==> config.mk <==
export PLATFORM = sky130hd
export DESIGN_NAME = sram_mem_ctrl
export DESIGN_NICKNAME = d
export VERILOG_FILES = /design/src/rtl/sram_mem_ctrl.sv
export SDC_FILE = /design/constraint.sdc
export NUM_CORES = 1
export LEC_CHECK = 0
export CAP_MARGIN = 20
export CELL_PAD_IN_SITES_DETAIL_PLACEMENT = 1
export CELL_PAD_IN_SITES_GLOBAL_PLACEMENT = 1
export CORE_MARGIN = 4
export CORE_UTILIZATION = 48
export DETAILED_ROUTE_END_ITERATION = 8
export DONT_BUFFER_PORTS = 1
export PLACE_DENSITY_LB_ADDON = 0.1
export SLEW_MARGIN = 20
export SYNTH_ARGS = -nofsm -noshare
export SYNTH_HDL_FRONTEND = slang
export SYNTH_SLANG_ARGS = --single-unit
==> constraint.sdc <==
create_clock -name clk -period 3.85 [get_ports clk]
set_input_delay 0.9625 -clock clk [delete_from_list [all_inputs] [get_ports clk]]
set_output_delay 0.9625 -clock clk [all_outputs]
set_load 0.005 [all_outputs]
==> src/rtl/sram_mem_ctrl.sv <==
// MEM-stage controller: splits 32-bit loads/stores into two 16-bit SRAM half-accesses, freezing the pipeline meanwhile.
// Optional SRAM_MEM_CTRL_ADDR_CHECK_EN adds out-of-window detection with a sticky addr_err output.
module sram_mem_ctrl #(
    parameter int WORD_WIDTH      = 32,
    parameter int SRAM_ADDR_WIDTH = 18,
    parameter int WAIT_CYCLES     = 4,
    parameter int BASE_ADDR       = 1024
) (
    input  logic                       clk,
    input  logic                       rst,
    input  logic                       mem_read,
    input  logic                       mem_write,
    input  logic [WORD_WIDTH-1:0]      addr,
    input  logic [WORD_WIDTH-1:0]      wdata,
    output logic [WORD_WIDTH-1:0]      rdata,
    output logic                       ready,
    output logic                       freeze,
    output logic [SRAM_ADDR_WIDTH-1:0] sram_addr,
    output logic [15:0]                sram_dq_out,
    output logic                       sram_dq_oe,
    input  logic [15:0]                sram_dq_in,
    output logic                       sram_we_n
`ifdef SRAM_MEM_CTRL_ADDR_CHECK_EN
    ,
    output logic                       addr_err
`endif
);

    localparam int WA_W = SRAM_ADDR_WIDTH - 1;

    localparam logic [1:0] IDLE = 2'd0;
    localparam logic [1:0] LO   = 2'd1;
    localparam logic [1:0] HI   = 2'd2;
    localparam logic [1:0] DONE = 2'd3;

    logic [1:0]            state_q, state_d;
    logic [3:0]            cnt_q, cnt_d;
    logic                  wr_q, wr_d;
    logic [WA_W-1:0]       wa_q, wa_d;
    logic [WORD_WIDTH-1:0] wd_q, wd_d;
    logic [WORD_WIDTH-1:0] rdata_q, rdata_d;
    logic                  req;
    logic                  last;

    assign req  = mem_read | mem_write;
    assign last = (cnt_q == 4'(WAIT_CYCLES - 1));

`ifdef SRAM_MEM_CTRL_ADDR_CHECK_EN
    localparam int AW1 = WORD_WIDTH + 1;
    localparam logic [AW1-1:0] LIMIT = AW1'(BASE_ADDR) + (AW1'(1) << (SRAM_ADDR_WIDTH + 1));
    logic err_q, err_d;
    logic oob;
    assign oob      = (addr < WORD_WIDTH'(BASE_ADDR)) || ({1'b0, addr} >= LIMIT);
    assign addr_err = err_q;
`endif

    always_comb begin
        state_d = state_q;
        cnt_d   = cnt_q;
        wr_d    = wr_q;
        wa_d    = wa_q;
        wd_d    = wd_q;
        rdata_d = rdata_q;
`ifdef SRAM_MEM_CTRL_ADDR_CHECK_EN
        err_d   = err_q;
`endif
        case (state_q)
            IDLE: begin
                if (req) begin
                    // a simultaneous read+write is serviced as a read
                    wr_d  = mem_write & ~mem_read;
                    wa_d  = WA_W'((addr - WORD_WIDTH'(BASE_ADDR)) >> 2);
                    wd_d  = wdata;
                    cnt_d = 4'd0;
`ifdef SRAM_MEM_CTRL_ADDR_CHECK_EN
                    if (oob) begin
                        state_d = DONE;
                        err_d   = 1'b1;
                        if (mem_read) rdata_d = '0;
                    end else begin
                        state_d = LO;
                    end
`else
                    state_d = LO;
`endif
                end
            end
            LO: begin
                if (last) begin
                    state_d = HI;
                    cnt_d   = 4'd0;
                    if (!wr_q) rdata_d[15:0] = sram_dq_in;
                end else begin
                    cnt_d = cnt_q + 4'd1;
                end
            end
            HI: begin
                if (last) begin
                    state_d = DONE;
                    cnt_d   = 4'd0;
                    if (!wr_q) rdata_d[31:16] = sram_dq_in;
                end else begin
                    cnt_d = cnt_q + 4'd1;
                end
            end
            default: state_d = IDLE;
        endcase
    end

    always_ff @(posedge clk) begin
        if (!rst) begin
            state_q <= IDLE;
            cnt_q   <= 4'd0;
            wr_q    <= 1'b0;
            wa_q    <= '0;
            wd_q    <= '0;
            rdata_q <= '0;
`ifdef SRAM_MEM_CTRL_ADDR_CHECK_EN
            err_q   <= 1'b0;
`endif
        end else begin
            state_q <= state_d;
            cnt_q   <= cnt_d;
            wr_q    <= wr_d;
            wa_q    <= wa_d;
            wd_q    <= wd_d;
            rdata_q <= rdata_d;
`ifdef SRAM_MEM_CTRL_ADDR_CHECK_EN
            err_q   <= err_d;
`endif
        end
    end

    always_comb begin
        sram_addr   = '0;
        sram_dq_out = 16'h0;
        sram_dq_oe  = 1'b0;
        sram_we_n   = 1'b1;
        if (state_q == LO || state_q == HI) begin
            sram_addr = {wa_q, state_q == HI};
            if (wr_q) begin
                sram_we_n   = 1'b0;
                sram_dq_oe  = 1'b1;
                sram_dq_out = (state_q == HI) ? wd_q[31:16] : wd_q[15:0];
            end
        end
    end

    assign ready  = ((state_q == IDLE) && !req) || (state_q == DONE);
    assign freeze = ~ready;
    assign rdata  = rdata_q;

endmodule

## After elaboration in Yosys (flattened, before gate mapping)

Index checks and enable logic that the tools add are counted.

| operators by class | value |
|---|---|
| $add $sub $neg | 2 |
| equality and inequality tests | 7 |
| mux-type cells | 15 |
| bitwise logic cells | 5 |
| reduce and logical (&&, ||, !) cells | 12 |

Operators with widths:

| operator | number |
|---|---|
| $mux 16 | 3 |
| $sub 19x11->19 const B | 1 |
| $mux 18 | 1 |
| $reduce_and 3->1 | 3 |
| $mux 4 | 2 |
| $pmux 4 s2 | 1 |
| $mux 2 | 3 |
| $ne 2x2->1 const B | 3 |
| $pmux 2 s3 | 1 |
| $add 4x1->4 const B | 1 |
| $eq 2x2->1 const B | 2 |
| $eq 4x2->1 const B | 1 |
| $mux 1 | 4 |
| $reduce_and 2->1 | 2 |
| $not 1->1 | 3 |
| $eq 2x1->1 const B | 1 |
| $logic_not 2->1 | 1 |
| $logic_or 1x1->1 | 2 |
| $reduce_bool 2->1 | 1 |
| $reduce_or 2->1 | 1 |
| $and 1x1->1 | 1 |
| $logic_and 1x1->1 | 1 |
| $logic_not 1->1 | 1 |
| $or 1x1->1 | 1 |

| word-level totals | value |
|---|---|
| flip-flop bits (word level) | 88 |
| output and inout port bits | 70 |

## Longest topological paths before layout

| logic depth | value |
|---|---|
| word-level depth | 5 |
| mapped depth | 7 |

## Least setup slack after synthesis

Ideal clock, no wire load.

| path | value |
|---|---|
| path kind | input port to output port |
| from | in mem_read |
| to | out freeze |
| arrival time | 1452 ps |
| required time | 2888 ps |
| slack | 1436 ps |
| cell stages on the path | 3 |
| buffers on the path | 0 |
| cells stage by stage | nor3b_4 > or2_2 > inv_1 |

| between the ends | value |
|---|---|
| cells in the longest elaborated chain, start to end | 5 |

RTL lines:

| item | line | RTL |
|---|---|---|
| start: declaration | 11 | `input logic mem_read,` |
| $or 1x1->1 | 45 | `assign req = mem_read \| mem_write;` |
| $logic_not 1->1 | 149 | `assign ready = ((state_q == IDLE) && !req) \|\| (state_q == DONE);` |
| $logic_and 1x1->1 | 149 |  |
| $logic_or 1x1->1 | 149 |  |
| named net ready | 16 | `output logic ready,` |
| $not 1->1 | 150 | `assign freeze = ~ready;` |
| end: declaration | 17 | `output logic freeze,` |

The timed path passes the listed nets, and every way through them passes these cells.

## Final worst setup path

| path | value |
|---|---|
| from | reg state_q[0] |
| to | out sram_dq_out[0] |

| between the ends | value |
|---|---|
| cells in the longest elaborated chain, start to end | 4 |
| elaborated cells between the ends (all ways) | 6 |
| classes of those cells | eq/ne (2); mux (3); reduce/logical (1) |

RTL lines:

| item | line | RTL |
|---|---|---|
| start: declaration | 36 | `logic [1:0] state_q, state_d;` |
| start signal: assignment | 122 | `state_q <= state_d;` |
| $eq 2x2->1 | 139, 144 |  |
| $mux 16 | 144 | `sram_dq_out = (state_q == HI) ? wd_q[31:16] : wd_q[15:0];` |
| $mux 16 | 141 | `if (wr_q) begin` |
| $mux 16 * | 139 | `if (state_q == LO \|\| state_q == HI) begin` |
| end: declaration | 19 | `output logic [15:0] sram_dq_out,` |

Every way passes the cells marked *; elsewhere a longest branch is shown, timed or not.

==> metrics.csv <==
metric,value,unit
status,"complete, no violations",
hold_path_class,reg -> reg,
slowest_delay,420,ps
drv_slew,0,
design_area,4055,µm²
synth_area,3824,µm²
grt_pass1_wl,15.15,mm
muxShareOfSynthArea,13.09,%
drt_iter0_markers,70,
via_per_inst,5.448,
synth-xor-area-share,0.6872,%
ys_seq_area_share,46.07,%
cts_hold_buf,0,
drive_gt1_share,6.576,%
slew_headroom,42.21,%
final_cell_mix,"134 x nand2_1, 88 x dfxtp_1, 50 x mux2i_1",
cp_slowest_cell,dfxtp_1,
place_area,3851,µm²
reg2regPathDepth,5,
ys.flop_type,dfxtp_1,
synth_top_family_by_area,simple AND/OR/NAND/NOR gates,
grt_remaining_overflow,0,
avgSynthCellArea,8.478,µm²
clk_pin_slew_worst_paths,80,ps
grt_pass1_vias,3147,
synthAdderAreaFrac,2.291,%
whs_path_depth,2,
clock_latency,350,ps
ir_drop,0.2685,mV
cp-end-kind,output pin,
synth-compound-area-share,10.24,%
p_leak,1.683,nW
min_period_over_period,74.32,%
layout.nets,528,
die_h,97.25,µm
cts_resized,0,
timing.rr.start,state_q[0],
reg2reg_slack,1940,ps
drcViolationCount,0,
syn_nets,542,
die_w,97.25,µm
seq_power_share,44.4,%
first_pass_iters,4,
startpoint,state_q[0],
required,2890,ps
grt_max_degree,62,
hold_viol_final,0,
ant_nets,0,
antenna_found_initial,0,
setup-violations-final,0,
cp.arrival,1900,ps
rsz0062_at_grt,false,
tns,0,ps
startpoint_type,register,
vias,2958,
hpwl,6.297,mm
p_int,0.001624,W
rr_endpoint,cnt_q[3],
synth_cells,451,
max_clock_freq,349.5,MHz
mostFrequentLayoutCell,nand2_1,
skew,12.16,ps
seq_area,1762,µm²
yosys.area_share.simple,23.40,%
multi_input_area,1919,µm²
clock-sinks,88,
fillCellCount,934,
num_rows,32,
max_slew.worst_pin.slew,858.9,ps
root_buffer,clkbuf_8,
core,7727,µm²
path_cells,"inv_1, ha_1, nand2_1, nor2_1",
p_per_area,639.0,nW/µm²
period_needed,2861,ps
cts_buffers,9,
cts_buffer_depth,2,
wirelength,9.129,mm
swShare,37.31,%
yosysWarningCount,0,
htree_levels,3,
min-delay-start,wa_q[4],
synth-seq-cells,88,
place.gp.congestion,0.7307,
pin_count,154,
synth.distinct_cells,40,
diodes,0,
synth_edf_count,0,
power_frac_comb,33.5,%
async_flop_share,0,%
start_util,49.48,%
p_clk_share,22.1,%
port_buffers,0,
die-area,9458,µm²
holdPathEnd,wa_q[4],
post_cts_buffers,0,
crit_type,reg -> out,
areaGrowthSynthToFinish,6.054,%
wl_per_cell,16.81,µm
p_switching,0.0009668,W
drv_cap,0,
grt_util_all_layers,19.34,%
cts_tree,yes,
path_max_fanout,18,
==> worst max path at each step <==
| stage | cells after the start | end |
|---|---|---|
| floorplan | 3 | freeze |
| global placement | 3 | freeze |
| detailed placement | 3 | freeze |
| CTS | 4 | sram_dq_out[0] |
| global route | 4 | sram_dq_out[1] |
| finish | 4 | sram_dq_out[0] |
==> cells by family after synthesis <==
group                    count (synthesis)
AO/OA/AOI/OAI                           69
XOR/XNOR                                 3
adder cells (fa/ha/maj)                  7
buffers and inverters                   36
flip-flops                              88
multiplexers                            50
AND/OR/NAND/NOR                        198
==> final cells by class <==
type                       instances  share of cell area (%)
inverter                           7                  0.6479
timing repair buffer               4                   1.234
clock buffer                       9                   3.055
sequential                        88                   43.44
tap                              102                   3.147
multi-input combinational        327                   47.33
clock inverter                     6                   1.142
==> through the flow <==
stage | std cells | setup slack (ps) | hold WS, ps | total power, W | utilization (%)
finish | 543 | 988.8 | 455.1 | 0.002591 | 52.48
global route | 543 | 810.1 | 478.0 | 0.002788 | 52.48
CTS | 542 | 934.6 | 454.5 | 0.002587 | 52.04
detailed placement | 527 | 1286 | 442.2 | 0.002014 | 49.84
global placement | 527 | 1310 | 437.9 | 0.001974 | 49.84
floorplan | 451 | 1436 | 431.7 | 0.001826 | -
==> layer usage <==
metal | global-route usage (%) | share of wire [%]
met1 | 22.66 | 43
met2 | 32.80 | 49
met3 | 6.963 | 6.8
met4 | 6.496 | 1.6
met5 | 0 | 0
==> flip-flops by register name (all words and copies together) (netlist names) <==
| register | cells |
|---|---|
| wd_q | 32 |
| state_q | 2 |
| wr_q | 1 |
| cnt_q | 4 |
| rdata | 32 |
| wa_q | 17 |
==> synthesized netlist by cell type, types with 3 or more instances <==
master | n | area share [%]
a211oi_1 | 8 | 1.6
a21oi_1 | 44 | 5.8
and2_1 | 17 | 2.8
buf_1 | 5 | 0.49
buf_2 | 9 | 1.2
clkbuf_1 | 13 | 1.3
dfxtp_1 | 88 | 46
ha_1 | 7 | 2.3
inv_1 | 7 | 0.69
mux2i_1 | 50 | 13
nand2_1 | 134 | 13
nor2_1 | 21 | 2.1
nor3b_1 | 5 | 0.98
o21ai_0 | 8 | 1.0
or3_1 | 3 | 0.49
==> power groups by stage <==
stage / Combinational (W) / Clock (W) / Sequential (W)
finish: 0.000867 / 0.000573 / 0.00115
detailed placement: 0.000842 / 0 / 0.00117
CTS: 0.000844 / 0.000592 / 0.00115
global route: 0.000985 / 0.000632 / 0.00117
global placement: 0.000812 / 0 / 0.00116
floorplan: 0.000679 / 0 / 0.00115
==> critical path, delay by kind of cell (launching register included) <==
kind / cells / cell delay (ps)
fa+ha+maj: 1 / 310
buf+inv: 1 / 100
flops: 1 / 420
simple gates: 2 / 730
Note: power is estimated with default switching activity, not from simulation.
